`src/rtl/ps2_kbd_pkg.sv`:
```
// Shared types and constants for the PS/2 keyboard register.
// Imported by ps2_rx and ps2_keyboard_reg.
package ps2_kbd_pkg;

    typedef enum logic [1:0] {
        IDLE,
        DATA,
        PARITY,
        STOP
    } ps2_state_t;

    localparam int KBD_VALID_BIT = 8;
    localparam int KBD_BREAK_BIT = 9;
    localparam int KBD_EXT_BIT   = 10;
    localparam int KBD_OVF_BIT   = 11;
    localparam int KBD_PERR_BIT  = 12;

    localparam logic [7:0] PS2_EXT = 8'hE0;
    localparam logic [7:0] PS2_BRK = 8'hF0;

    typedef struct packed {
        logic       perr;
        logic       ovf;
        logic       ext;
        logic       brk;
        logic       valid;
        logic [7:0] code;
    } kbd_reg_t;

    // Odd parity holds when data bits plus parity bit have an odd count of ones.
    function automatic logic odd_parity_ok(input logic [7:0] b, input logic p);
        return ^{b, p};
    endfunction

endpackage

```
`src/rtl/ps2_rx.sv`:
```
// PS/2 device-to-host frame receiver: synchronisers, falling-edge
// detect, frame FSM and inactivity timeout.
module ps2_rx
    import ps2_kbd_pkg::*;
#(
    parameter int TIMEOUT_CYCLES = 50000
) (
    input  logic       clk,
    input  logic       reset,
    input  logic       ps2_clk,
    input  logic       ps2_data,
    output logic [7:0] rx_byte,
    output logic       byte_done,
    output logic       perr_pulse
);

    localparam int            TW    = $clog2(TIMEOUT_CYCLES + 1);
    localparam logic [TW-1:0] TLAST = TW'(TIMEOUT_CYCLES - 1);

    logic [2:0]    clk_sync;
    logic [1:0]    data_sync;
    logic          fall;
    logic          din;
    logic          timeout;
    logic          stop_fall;
    logic          good;
    ps2_state_t    state;
    logic [2:0]    bit_cnt;
    logic [7:0]    shreg;
    logic          parity;
    logic [TW-1:0] tcnt;

    // Two-stage synchronisers plus a third clock stage for edge detection.
    always_ff @(posedge clk or posedge reset) begin
        if (reset) begin
            clk_sync  <= 3'b111;
            data_sync <= 2'b11;
        end else begin
            clk_sync  <= {clk_sync[1:0], ps2_clk};
            data_sync <= {data_sync[0], ps2_data};
        end
    end

    assign fall    = clk_sync[2] & ~clk_sync[1];
    assign din     = data_sync[1];
    assign timeout = (state != IDLE) && (tcnt == TLAST);

    // Inactivity counter, restarted by every PS/2 clock fall.
    always_ff @(posedge clk or posedge reset) begin
        if (reset) begin
            tcnt <= '0;
        end else if (fall || state == IDLE) begin
            tcnt <= '0;
        end else if (tcnt != TLAST) begin
            tcnt <= tcnt + 1'b1;
        end
    end

    // Frame FSM: start bit, eight data bits LSB first, parity, stop.
    always_ff @(posedge clk or posedge reset) begin
        if (reset) begin
            state   <= IDLE;
            bit_cnt <= '0;
            shreg   <= '0;
            parity  <= 1'b0;
        end else if (fall) begin
            unique case (state)
                IDLE: begin
                    if (!din) begin
                        state   <= DATA;
                        bit_cnt <= '0;
                    end
                end
                DATA: begin
                    shreg   <= {din, shreg[7:1]};
                    bit_cnt <= bit_cnt + 1'b1;
                    if (bit_cnt == 3'd7) begin
                        state <= PARITY;
                    end
                end
                PARITY: begin
                    parity <= din;
                    state  <= STOP;
                end
                STOP: begin
                    state <= IDLE;
                end
                default: begin
                    state <= IDLE;
                end
            endcase
        end else if (timeout) begin
            state <= IDLE;
        end
    end

    // Byte verdict is issued in the same cycle the stop-bit fall is seen,
    // so the top-level register updates on the following edge.
    assign stop_fall  = fall && (state == STOP);
    assign good       = din && odd_parity_ok(shreg, parity);
    assign byte_done  = stop_fall && good;
    assign perr_pulse = stop_fall && !good;
    assign rx_byte    = shreg;

endmodule

```
`src/rtl/ps2_keyboard_reg.sv`:
```
// Memory-mapped PS/2 keyboard status/data register with prefix folding
// and clear-on-read.
module ps2_keyboard_reg
    import ps2_kbd_pkg::*;
#(
    parameter int          N              = 32,
    parameter logic [16:0] KBD_ADDR       = 17'h100,
    parameter int          TIMEOUT_CYCLES = 50000
) (
    input  logic         clk,
    input  logic         reset,
    input  logic         ps2_clk,
    input  logic         ps2_data,
    input  logic [16:0]  address,
    input  logic         rd_en,
    output logic [N-1:0] rdKeyboard
);

    logic [7:0] rx_byte;
    logic       byte_done;
    logic       perr_pulse;
    logic       rd_hit;
    logic       is_ext;
    logic       is_brk;
    logic       post;
    logic       ext_pend;
    logic       brk_pend;
    kbd_reg_t   kreg;

    ps2_rx #(
        .TIMEOUT_CYCLES(TIMEOUT_CYCLES)
    ) u_rx (
        .clk       (clk),
        .reset     (reset),
        .ps2_clk   (ps2_clk),
        .ps2_data  (ps2_data),
        .rx_byte   (rx_byte),
        .byte_done (byte_done),
        .perr_pulse(perr_pulse)
    );

    assign rd_hit = rd_en && (address == KBD_ADDR);
    assign is_ext = byte_done && (rx_byte == PS2_EXT);
    assign is_brk = byte_done && (rx_byte == PS2_BRK);
    assign post   = byte_done && !is_ext && !is_brk;

    // Prefix flags collect E0/F0 until the next non-prefix byte consumes them.
    always_ff @(posedge clk or posedge reset) begin
        if (reset) begin
            ext_pend <= 1'b0;
            brk_pend <= 1'b0;
        end else if (post) begin
            ext_pend <= 1'b0;
            brk_pend <= 1'b0;
        end else begin
            if (is_ext) ext_pend <= 1'b1;
            if (is_brk) brk_pend <= 1'b1;
        end
    end

    // Event register: a new key wins over a simultaneous read; a read
    // consumes valid/ovf/perr but keeps the last code visible.
    always_ff @(posedge clk or posedge reset) begin
        if (reset) begin
            kreg <= '0;
        end else begin
            if (post) begin
                kreg.code  <= rx_byte;
                kreg.valid <= 1'b1;
                kreg.brk   <= brk_pend;
                kreg.ext   <= ext_pend;
                kreg.ovf   <= rd_hit ? 1'b0 : (kreg.ovf | kreg.valid);
            end else if (rd_hit) begin
                kreg.valid <= 1'b0;
                kreg.ovf   <= 1'b0;
            end
            if (perr_pulse) begin
                kreg.perr <= 1'b1;
            end else if (rd_hit) begin
                kreg.perr <= 1'b0;
            end
        end
    end

    // Read word is combinational so a load returns the pre-clear value.
    always_comb begin
        rdKeyboard                = '0;
        rdKeyboard[7:0]           = kreg.code;
        rdKeyboard[KBD_VALID_BIT] = kreg.valid;
        rdKeyboard[KBD_BREAK_BIT] = kreg.brk;
        rdKeyboard[KBD_EXT_BIT]   = kreg.ext;
        rdKeyboard[KBD_OVF_BIT]   = kreg.ovf;
        rdKeyboard[KBD_PERR_BIT]  = kreg.perr;
    end

endmodule

```
`config.mk`:
```
export PLATFORM = sky130hd
export DESIGN_NAME = ps2_keyboard_reg
export DESIGN_NICKNAME = d
export VERILOG_FILES = /design/src/rtl/ps2_kbd_pkg.sv /design/src/rtl/ps2_rx.sv /design/src/rtl/ps2_keyboard_reg.sv
export SDC_FILE = /design/constraint.sdc
export NUM_CORES = 1
export LEC_CHECK = 0
export BUFFER_PORTS_ARGS = -buffer_cell sky130_fd_sc_hd__buf_2
export CAP_MARGIN = 20
export CORE_MARGIN = 2
export CORE_UTILIZATION = 52
export CTS_BUF_LIST = sky130_fd_sc_hd__clkbuf_8
export DETAILED_ROUTE_END_ITERATION = 8
export PLACE_DENSITY = 0.83
export SLEW_MARGIN = 20
export SYNTH_ARGS = -nofsm -noshare
export SYNTH_HDL_FRONTEND = slang
export SYNTH_SLANG_ARGS = --single-unit
```
`constraint.sdc`:
```
create_clock -name clk -period 3.6 [get_ports clk]
set_input_delay 0.72 -clock clk [delete_from_list [all_inputs] [get_ports clk]]
set_output_delay 0.72 -clock clk [all_outputs]
set_load 0.01 [all_outputs]
```
# Word-level counts from Yosys, hierarchy flattened
# Index checks and enable logic that the tools add are counted.
# Widths: inputs -> output; s select.
[classes]
addsub = 2
multipliers = 0
div_mod_pow = 0
n_lt_le_gt_ge = 0
eq_ne = 12
shift = 0
n_mux = 18
n_bitwise = 3
reduce_logical = 28
[op_table]
columns = ["operator", "count"]
rows = [
  ["$mux 16", 2],
  ["$eq 17x9->1 const B", 1],
  ["$add 16x1->16 const B", 1],
  ["$eq 16x16->1 const B", 1],
  ["$eq 8x8->1 const B", 2],
  ["$ne 16x16->1 const B", 1],
  ["$reduce_bool 2->1", 8],
  ["$logic_and 1x1->1", 10],
  ["$mux 1", 9],
  ["$reduce_xor 9->1", 1],
  ["$mux 2", 4],
  ["$pmux 2 s4", 1],
  ["$ne 3x3->1 const B", 2],
  ["$pmux 3 s2", 1],
  ["$reduce_and 3->1", 2],
  ["$eq 2x2->1 const B", 2],
  ["$reduce_and 2->1", 2],
  ["$add 3x1->3 const B", 1],
  ["$eq 3x3->1 const B", 1],
  ["$logic_not 1->1", 3],
  ["$mux 3", 1],
  ["$eq 2x1->1 const B", 1],
  ["$logic_not 2->1", 1],
  ["$ne 2x2->1 const B", 1],
  ["4 further kinds", 4],
]
[totals]
regBits = 50
latch_bits = 0
mem_bits_rw = 0
rom_bits = 0
input_bits = 22
output_inout_bits = 32
word_cells = 78
memories = 0

# Longest topological paths before layout
# Gate-level depths: netlist of the first run.
[depth]
ltp_word = 9
mapped_depth = 6
depth_no_buf = 6

# By module
# A second synthesis of the first run with hierarchy kept.
[hier_totals]
cells_unflattened = 229
hier_area_um2 = 2622.5
[modules_own_cells]
columns = ["mod", "instances", "cells_each", "area_per_inst_um2", "seq_area_each_um2"]
rows = [
  ["ps2_rx", 1, 158, 1784.2, 882.1],
  ["ps2_keyboard_reg", 1, 71, 838.3, 375.4],
]

# Worst setup path after synthesis of the first run
# OpenSTA, ideal clock, no wires.
[synth_timing]
kind = "register to register"
start = "register u_rx.shreg[2] (netlist: u_rx.rx_byte[2])"
end = "register kreg (netlist bit rdKeyboard[10])"
setup_time_ns = 0.125
arrival_ns = 1.870
t_required_ns = 3.475
slack_ns = 1.606
path_stages_with_launch = 6
path_buffers = 0
synth_period_minus_slack_ns = 1.994
cell_sequence = "dfrtp_1 > xnor3_1 > xnor3_2 > and2_4 > o21ai_4 > mux2_2"
[synth_between]
elab_chain_len = 7
elab_cells_between_ends = 11
classes_between = "eq/ne (2); reduce/logical (9)"
[synth_lines]
columns = ["item", "line", "text"]
rows = [
  ["start, declared", "ps2_rx.sv:29", "logic [7:0] shreg;"],
  ["start signal, assigned", "ps2_rx.sv:75", "shreg <= {din, shreg[7:1]};"],
  ["$reduce_xor 9->1", "ps2_kbd_pkg.sv:32", "return ^{b, p};"],
  ["$logic_and 1x1->1", "ps2_rx.sv:100", "assign good = din && odd_parity_ok(shreg, parity);"],
  ["$logic_and 1x1->1", "ps2_rx.sv:101", "assign byte_done = stop_fall && good;"],
  ["$logic_and 1x1->1", "ps2_keyboard_reg.sv:43", "assign is_ext = byte_done && (rx_byte == PS2_EXT);"],
  ["$logic_not 1->1", "ps2_keyboard_reg.sv:45", "assign post = byte_done && !is_ext && !is_brk;"],
  ["$logic_and 1x1->1", "ps2_keyboard_reg.sv:45", ""],
  ["$logic_and 1x1->1 *", "ps2_keyboard_reg.sv:45", ""],
  ["end, declared", "ps2_keyboard_reg.sv:28", "kbd_reg_t kreg;"],
]
# Every way passes the cells marked *; elsewhere a longest branch is shown, timed or not.
# A chain may end at the register's enable or synchronous reset.

# Worst setup path in the final report of the first run
[layout_timing]
start = "register u_rx.shreg[7] (netlist: u_rx.rx_byte[7])"
end = "register kreg (netlist bit rdKeyboard[5])"
# Same word-level chain as after synthesis.

==> reports/metrics.cfg, run 1 <==
[outcome]
outcome=finished clean

[sta]
max_clock_freq_ghz=0.4595
worstMarginPinSlew_ns=0.8237
rsz0062_at_grt=false
whs_ns=0.3589
fin_skew_ns=0.01201
relSlewSlack=0.4503
timing.final.crit_share=0.6045
fin_crit_ns=2.176
hold_viol=0
fin_tns_setup_ns=0
slew_violations=0
setup_viol=0
setup_ws_ns=1.424

[cts]
clockBufferDepth=2
cts.sink_count=50
clockRootBuffer=clkbuf_8
post-cts-setup-buffer-count=0
cts_buffers=5
htree_levels=2
ctsHoldBuffers=0
clk_pin_slew_ns=0.09
tritoncts=done
insertion_delay_ns=0.31
cts_resized=0

[global_routing]
grt_max_degree=51
grt-ovfl-total=0
grt_pass1_wl_um=7307
antenna_found_initial=0
grt_usage=0.1749
grt_pass1_vias=1688

[synthesis]
syn_avg_cell_area_um2=11.04
synthCells=229
synth_cell_type_count=37
synth-async-reset-ratio=1.000
synth-seq-area-share=0.4975
synth_area_um2=2527
synth_edf_count=0
synth_seq_cells=50
synth_area_leader_cell=dfrtp_1
ys_warn_count=0
synthTopCellsByArea=dfrtp_1 (45%), mux2_2 (7.1%), buf_4 (5.6%), dfstp_2 (5.2%), ha_1 (4.0%)
ys.flop_type=dfrtp_1
synth_top_area_frac=0.4455

[floorplanning]
io_pins=54
dieArea_um2=5434
start_util=0.5387
die_w_um=73.72
core_area_um2=4692
std_cell_rows=25
die_y_um=73.72

[layout]
final_util=0.5944
area_growth_pct=10.35
design_area_um2=2789
n_antenna_cell=0
final_cells=319
layout-drive-gt1-share=0.2604
final_nets=294

[detailed_routing]
drc_errors=0
wl_per_cell_um=13.21
drt_iter0_drc=70
drt_pre_antenna_iters=4
vias=1700
drtAntennaViolNets=0
totalWireLength_um=4213
viasPerCell=5.329

[critical_path]
end_kind=flop
arrival_ns=2.38
cp-start-kind=flop
path_max_fanout=10
critical_path_class=flop to flop
crit_required_ns=3.80

[pwr]
vdd_drop_max_v=0.0003677
finalPower_mw=1.633
power_density_nw_per_um2=585.4
p_leak_nw=1.335

[placement]
dp_cells=311
gp_congestion=0.8133
placed_cell_area_um2=2671
portBuffers=34
dpl_worst_slack_ns=1.422
hpwl_um=2984

[run]
drv_cap=0

[min_path]
hold_path.class=flop to flop

[layout make-up]
| cell class | instances | area, um2 |
|---|---|---|
| Multi-Input combinational cell | 165 | 1146 |
| Clock inverter | 2 | 33.78 |
| Timing Repair Buffer | 34 | 170.2 |
| Tap cell | 54 | 67.56 |
| Sequential cell | 50 | 1257 |
| Fill cell | 376 | 1903 |
| Inverter | 8 | 31.28 |
| Clock buffer | 6 | 82.58 |
[cells in the mapped netlist, types with 2 or more instances]
library cell	count
inv_1	8
dfstp_2	5
nor2_1	23
nor4bb_1	2
nand4_1	5
mux2_2	16
o21ai_0	12
nor3_1	5
mux2i_1	3
and3_1	3
nand2_1	17
dfrtp_1	45
ha_1	8
xnor2_1	9
a32o_1	4
nand3_1	5
or2_2	2
clkbuf_1	5
nor4b_1	4
a32oi_1	2
nor4_1	4
buf_4	19
xor2_1	9
[cell families after synthesis]
family / share of synthesized area
xor gates and xnor gates: 0.08069
adders and majority gates: 0.03961
muxes: 0.08317
other: 0.001484
and+or+nand+nor: 0.1545
DFF: 0.4975
buffers and inverters: 0.07575
AOI/OAI and AO/OA: 0.06733
[sequential cells by signal, summed over array words and instances, names as in the netlist]
signal / cells
u_rx.data_sync: 2
u_rx.state: 2
u_rx.rx_byte: 8
u_rx.bit_cnt: 3
u_rx.parity: 1
rdKeyboard: 13
u_rx.clk_sync: 3
u_rx.tcnt: 16
brk_pend: 1
ext_pend: 1
[critical path: stages (launching register included)]
cell	delay [ns]
dfrtp_1	0.43
xor2_1	0.18
xnor3_2	0.55
and2_4	0.22
o21ai_4	0.30
mux2_2	0.39
[routing by layer]
metal	up-vias	track usage	wire [um]
met3	7	0.03704	155
li1	827	-	-
met5	-	0	0
met1	830	0.2095	1899
met2	36	0.3125	2102
met4	0	0.05455	55
[worst paths after layout]
check,from,endpoint,slack [ns],cells after the start
worst min register to register,u_rx.clk_sync[0]$_DFF_PP1_,u_rx.clk_sync[1]$_DFF_PP1_,0.36,0
worst max-delay path,u_rx.rx_byte[7]$_DFFE_PP0P_,rdKeyboard[5]$_DFFE_PP0P_,1.42,5
worst min-delay path,u_rx.clk_sync[0]$_DFF_PP1_,u_rx.clk_sync[1]$_DFF_PP1_,0.36,0
max in group asynchronous,reset,u_rx.tcnt[12]$_DFFE_PP0P_,2.56,2
worst max register to register,u_rx.rx_byte[7]$_DFFE_PP0P_,rdKeyboard[5]$_DFFE_PP0P_,1.42,5
min in group asynchronous,reset,u_rx.tcnt[1]$_DFFE_PP0P_,0.54,2
[report_power, final]
group | leakage [nW] | switching [mW] | total [mW] | internal (mW)
combinational | 0.605 | 0.292 | 0.525 | 0.233
sequential | 0.668 | 0.0683 | 0.698 | 0.630
clock | 0.0626 | 0.186 | 0.410 | 0.224
total | 1.34 | 0.546 | 1.63 | 1.09
[cells in the final DEF, fill, tap and decap left out, drive strengths merged, types with 2 or more instances in the layout]
| master | Yosys | routed |
|---|---|---|
| ha | 8 | 8 |
| nand3 | 5 | 5 |
| xnor3 | 2 | 2 |
| nand4 | 5 | 5 |
| nor4bb | 2 | 2 |
| a32oi | 2 | 2 |
| dfstp | 5 | 5 |
| o21ai | 13 | 13 |
| xnor2 | 9 | 9 |
| clkbuf | 5 | 6 |
| nand2 | 17 | 17 |
| dfrtp | 45 | 45 |
| mux2 | 16 | 16 |
| mux2i | 3 | 3 |
| conb | 1 | 19 |
| xor2 | 9 | 9 |
| and3 | 3 | 3 |
| a32o | 4 | 4 |
| inv | 8 | 8 |
| buf | 19 | 34 |
| nor4 | 4 | 4 |
| nor3 | 6 | 6 |
| or2 | 2 | 2 |
| nor4b | 4 | 4 |
| nor2 | 23 | 23 |
Power figures use the tool's default switching activity.
==> inputs of run 2 (changes only) <==
Clock period 3.6 ns to 2.2 ns, I/O delays scaled along.
==> run 2 against run 1 <==
  * Wire length down 0.31%
  * Non-clock buffer count is 7 higher
  * Flip-flop and latch count did not move
  * Register-to-register slack got worse by 1.3 ns
  * Critical path type unchanged
  * Worst setup slack worse by 1.3 ns
  * Power rose by 65%
==> reports/metrics.cfg, run 2 (synthesis gave the netlist of run 1 again) <==
[sta]
fin_skew_ns=0.006750  ; was 0.01201 ns
worstMarginPinSlew_ns=0.5890  ; was 0.8237 ns
setup_viol=0  ; unchanged
slew_violations=0  ; unchanged
max_clock_freq_ghz=0.4808  ; was 0.4595 GHz
fin_tns_setup_ns=0  ; unchanged
relSlewSlack=0.6060  ; was 0.4503
hold_viol=0  ; unchanged
whs_ns=0.1121  ; was 0.3589 ns
timing.final.crit_share=0.9455  ; was 0.6045
fin_crit_ns=2.080  ; was 2.176 ns
rsz0062_at_grt=false  ; unchanged

[global_routing]
antenna_found_initial=0  ; unchanged
grt_pass1_wl_um=7155  ; was 7307 um
grt-ovfl-total=0  ; unchanged
grt_usage=0.1710  ; was 0.1749
grt_pass1_vias=1675  ; was 1,688
grt_max_degree=21  ; was 51

[cts]
cts_resized=0  ; unchanged
clockBufferDepth=2  ; unchanged
clk_pin_slew_ns=0.08  ; was 0.09 ns
insertion_delay_ns=0.30  ; was 0.31 ns
ctsHoldBuffers=0  ; unchanged
post-cts-setup-buffer-count=0  ; unchanged
cts.sink_count=50  ; unchanged
clockRootBuffer=clkbuf_8  ; unchanged
tritoncts=done  ; unchanged
htree_levels=2  ; unchanged
cts_buffers=5  ; unchanged

[critical_path]
crit_family=XOR/XNOR gates  ; unchanged
critical-path-max-stage-delay_ns=0.42  ; was 0.55 ns
crit_chain=xnor3_1 > xnor3_2 > and2_4 > o21ai_4 > mux2_2  ; was xor2_1 > xnor3_2 > and2_4 > o21ai_4 > mux2_2
arrival_ns=2.27  ; was 2.38 ns
crit_slowest_cell=dfrtp_1  ; was xnor3_2
cp-start-kind=flop  ; unchanged
reg2reg_depth=5  ; unchanged
path_buf_inv=0  ; unchanged
critical_path_class=flop to flop  ; unchanged
end_kind=flop  ; unchanged
path_max_fanout=10  ; unchanged
critical_path_depth=5  ; unchanged
crit_required_ns=2.39  ; was 3.80 ns

[detailed_routing]
totalWireLength_um=4200  ; was 4213 um
drt_iter0_drc=109  ; was 70
wl_per_cell_um=12.88  ; was 13.21 um
viasPerCell=5.175  ; was 5.329
drt_pre_antenna_iters=4  ; unchanged
vias=1687  ; was 1,700
drc_errors=0  ; unchanged
drtAntennaViolNets=0  ; unchanged

[layout]
largest_register_ffs=16  ; unchanged
layout-drive-gt1-share=0.2757  ; was 0.2604
area_growth_pct=11.98  ; was 10.35%
final_nets=301  ; was 294
n_antenna_cell=0  ; unchanged
mostFrequentLayoutCells=dfrtp_1 (45), buf_2 (34), nor2_1 (23)  ; unchanged
layout_commonest_cell=dfrtp_1  ; unchanged
top_register=u_rx.tcnt  ; unchanged
fill_cells=383  ; was 376

[placement]
portBuffers=34  ; unchanged
hpwl_um=3106  ; was 2984 um
gp_congestion=0.8286  ; was 0.8133

[run]
drv_cap=0  ; unchanged

[floorplanning]
die_w_um=73.72  ; unchanged
die_y_um=73.72  ; unchanged
io_pins=54  ; unchanged
dieArea_um2=5434  ; unchanged
std_cell_rows=25  ; unchanged
core_area_um2=4692  ; unchanged
start_util=0.5387  ; unchanged

[pwr]
power_density_nw_per_um2=953.1  ; was 585.4 nW/um2
vdd_drop_max_v=0.0005424  ; was 0.0003677 V
p_leak_nw=1.368  ; was 1.335 nW

[outcome]
outcome=finished clean  ; unchanged

[min_path]
hold_path.class=input port to asynchronous set/reset pin  ; was flop to flop

[run 2: cell types whose count changed in the layout (fill, tap and decap cells not counted)]
cell      before  now
clkbuf_8       6    5
inv_2          0    1
buf_4          0    7
clkinv_2       1    0
inv_1          8    9
[run 2: area by class of cell]
cell class,instances,area (um2),share of cell area
clock buffer,5,68.82,0.02431
clock inverter,3,37.54,0.01326
inverter,8,30.03,0.01061
multi-input combinational,165,1146,0.4050
sequential,50,1257,0.4443
tap,54,67.56,0.02387
timing repair buffer,41,222.7,0.07869
[run 2: final timing paths]
check	from	endpoint	slack (ns)
min in group clk	ps2_clk	u_rx.clk_sync[0]$_DFF_PP1_	0.23
worst max register to register	u_rx.rx_byte[2]$_DFFE_PP0P_	rdKeyboard[10]$_DFFE_PP0P_	0.12
worst min register to register	u_rx.clk_sync[0]$_DFF_PP1_	u_rx.clk_sync[1]$_DFF_PP1_	0.36
worst max-delay path	u_rx.rx_byte[2]$_DFFE_PP0P_	rdKeyboard[10]$_DFFE_PP0P_	0.12
max in group asynchronous	reset	u_rx.bit_cnt[1]$_DFFE_PP0P_	1.53
worst min-delay path	reset	u_rx.tcnt[2]$_DFFE_PP0P_	0.11
[run 2: worst reg2reg max path, delay by kind of cell (launching register included)]
family	cells	cell delay, ns
AO/OA/AOI/OAI	1	0.29
multiplexers	1	0.39
flip-flops	1	0.42
AND/OR/NAND/NOR	1	0.19
XOR/XNOR	2	0.68
[run 2: metrics by stage]
stage | utilization | std cells | setup slack [ns] | power, mW | instance area (um2)
after detailed placement | 0.5805 | 318 | 0.1146 | 2.089 | 2724
after global routing | 0.6032 | 326 | 0.04846 | 2.884 | 2830
after global placement | 0.5805 | 318 | 0.1613 | 2.049 | 2724
after CTS | 0.6032 | 326 | 0.1061 | 2.706 | 2830
after floorplan | - | 247 | 0.2057 | 1.870 | 2595
final | 0.6032 | 326 | 0.1200 | 2.698 | 2830
[run 2: report_power, final]
group	switching, mW	internal (mW)	total (mW)
sequential	0.109	1.03	1.14
combinational	0.498	0.444	0.943
clock	0.284	0.331	0.615
total	0.891	1.81	2.70
[run 2: routing by layer]
metal	GRT usage	vias to the layer above	wire, um
met3	0.03704	9	138
met1	0.1980	808	1897
met2	0.3016	33	2085
met4	0.07475	0	78
met5	0	-	0
li1	-	837	-
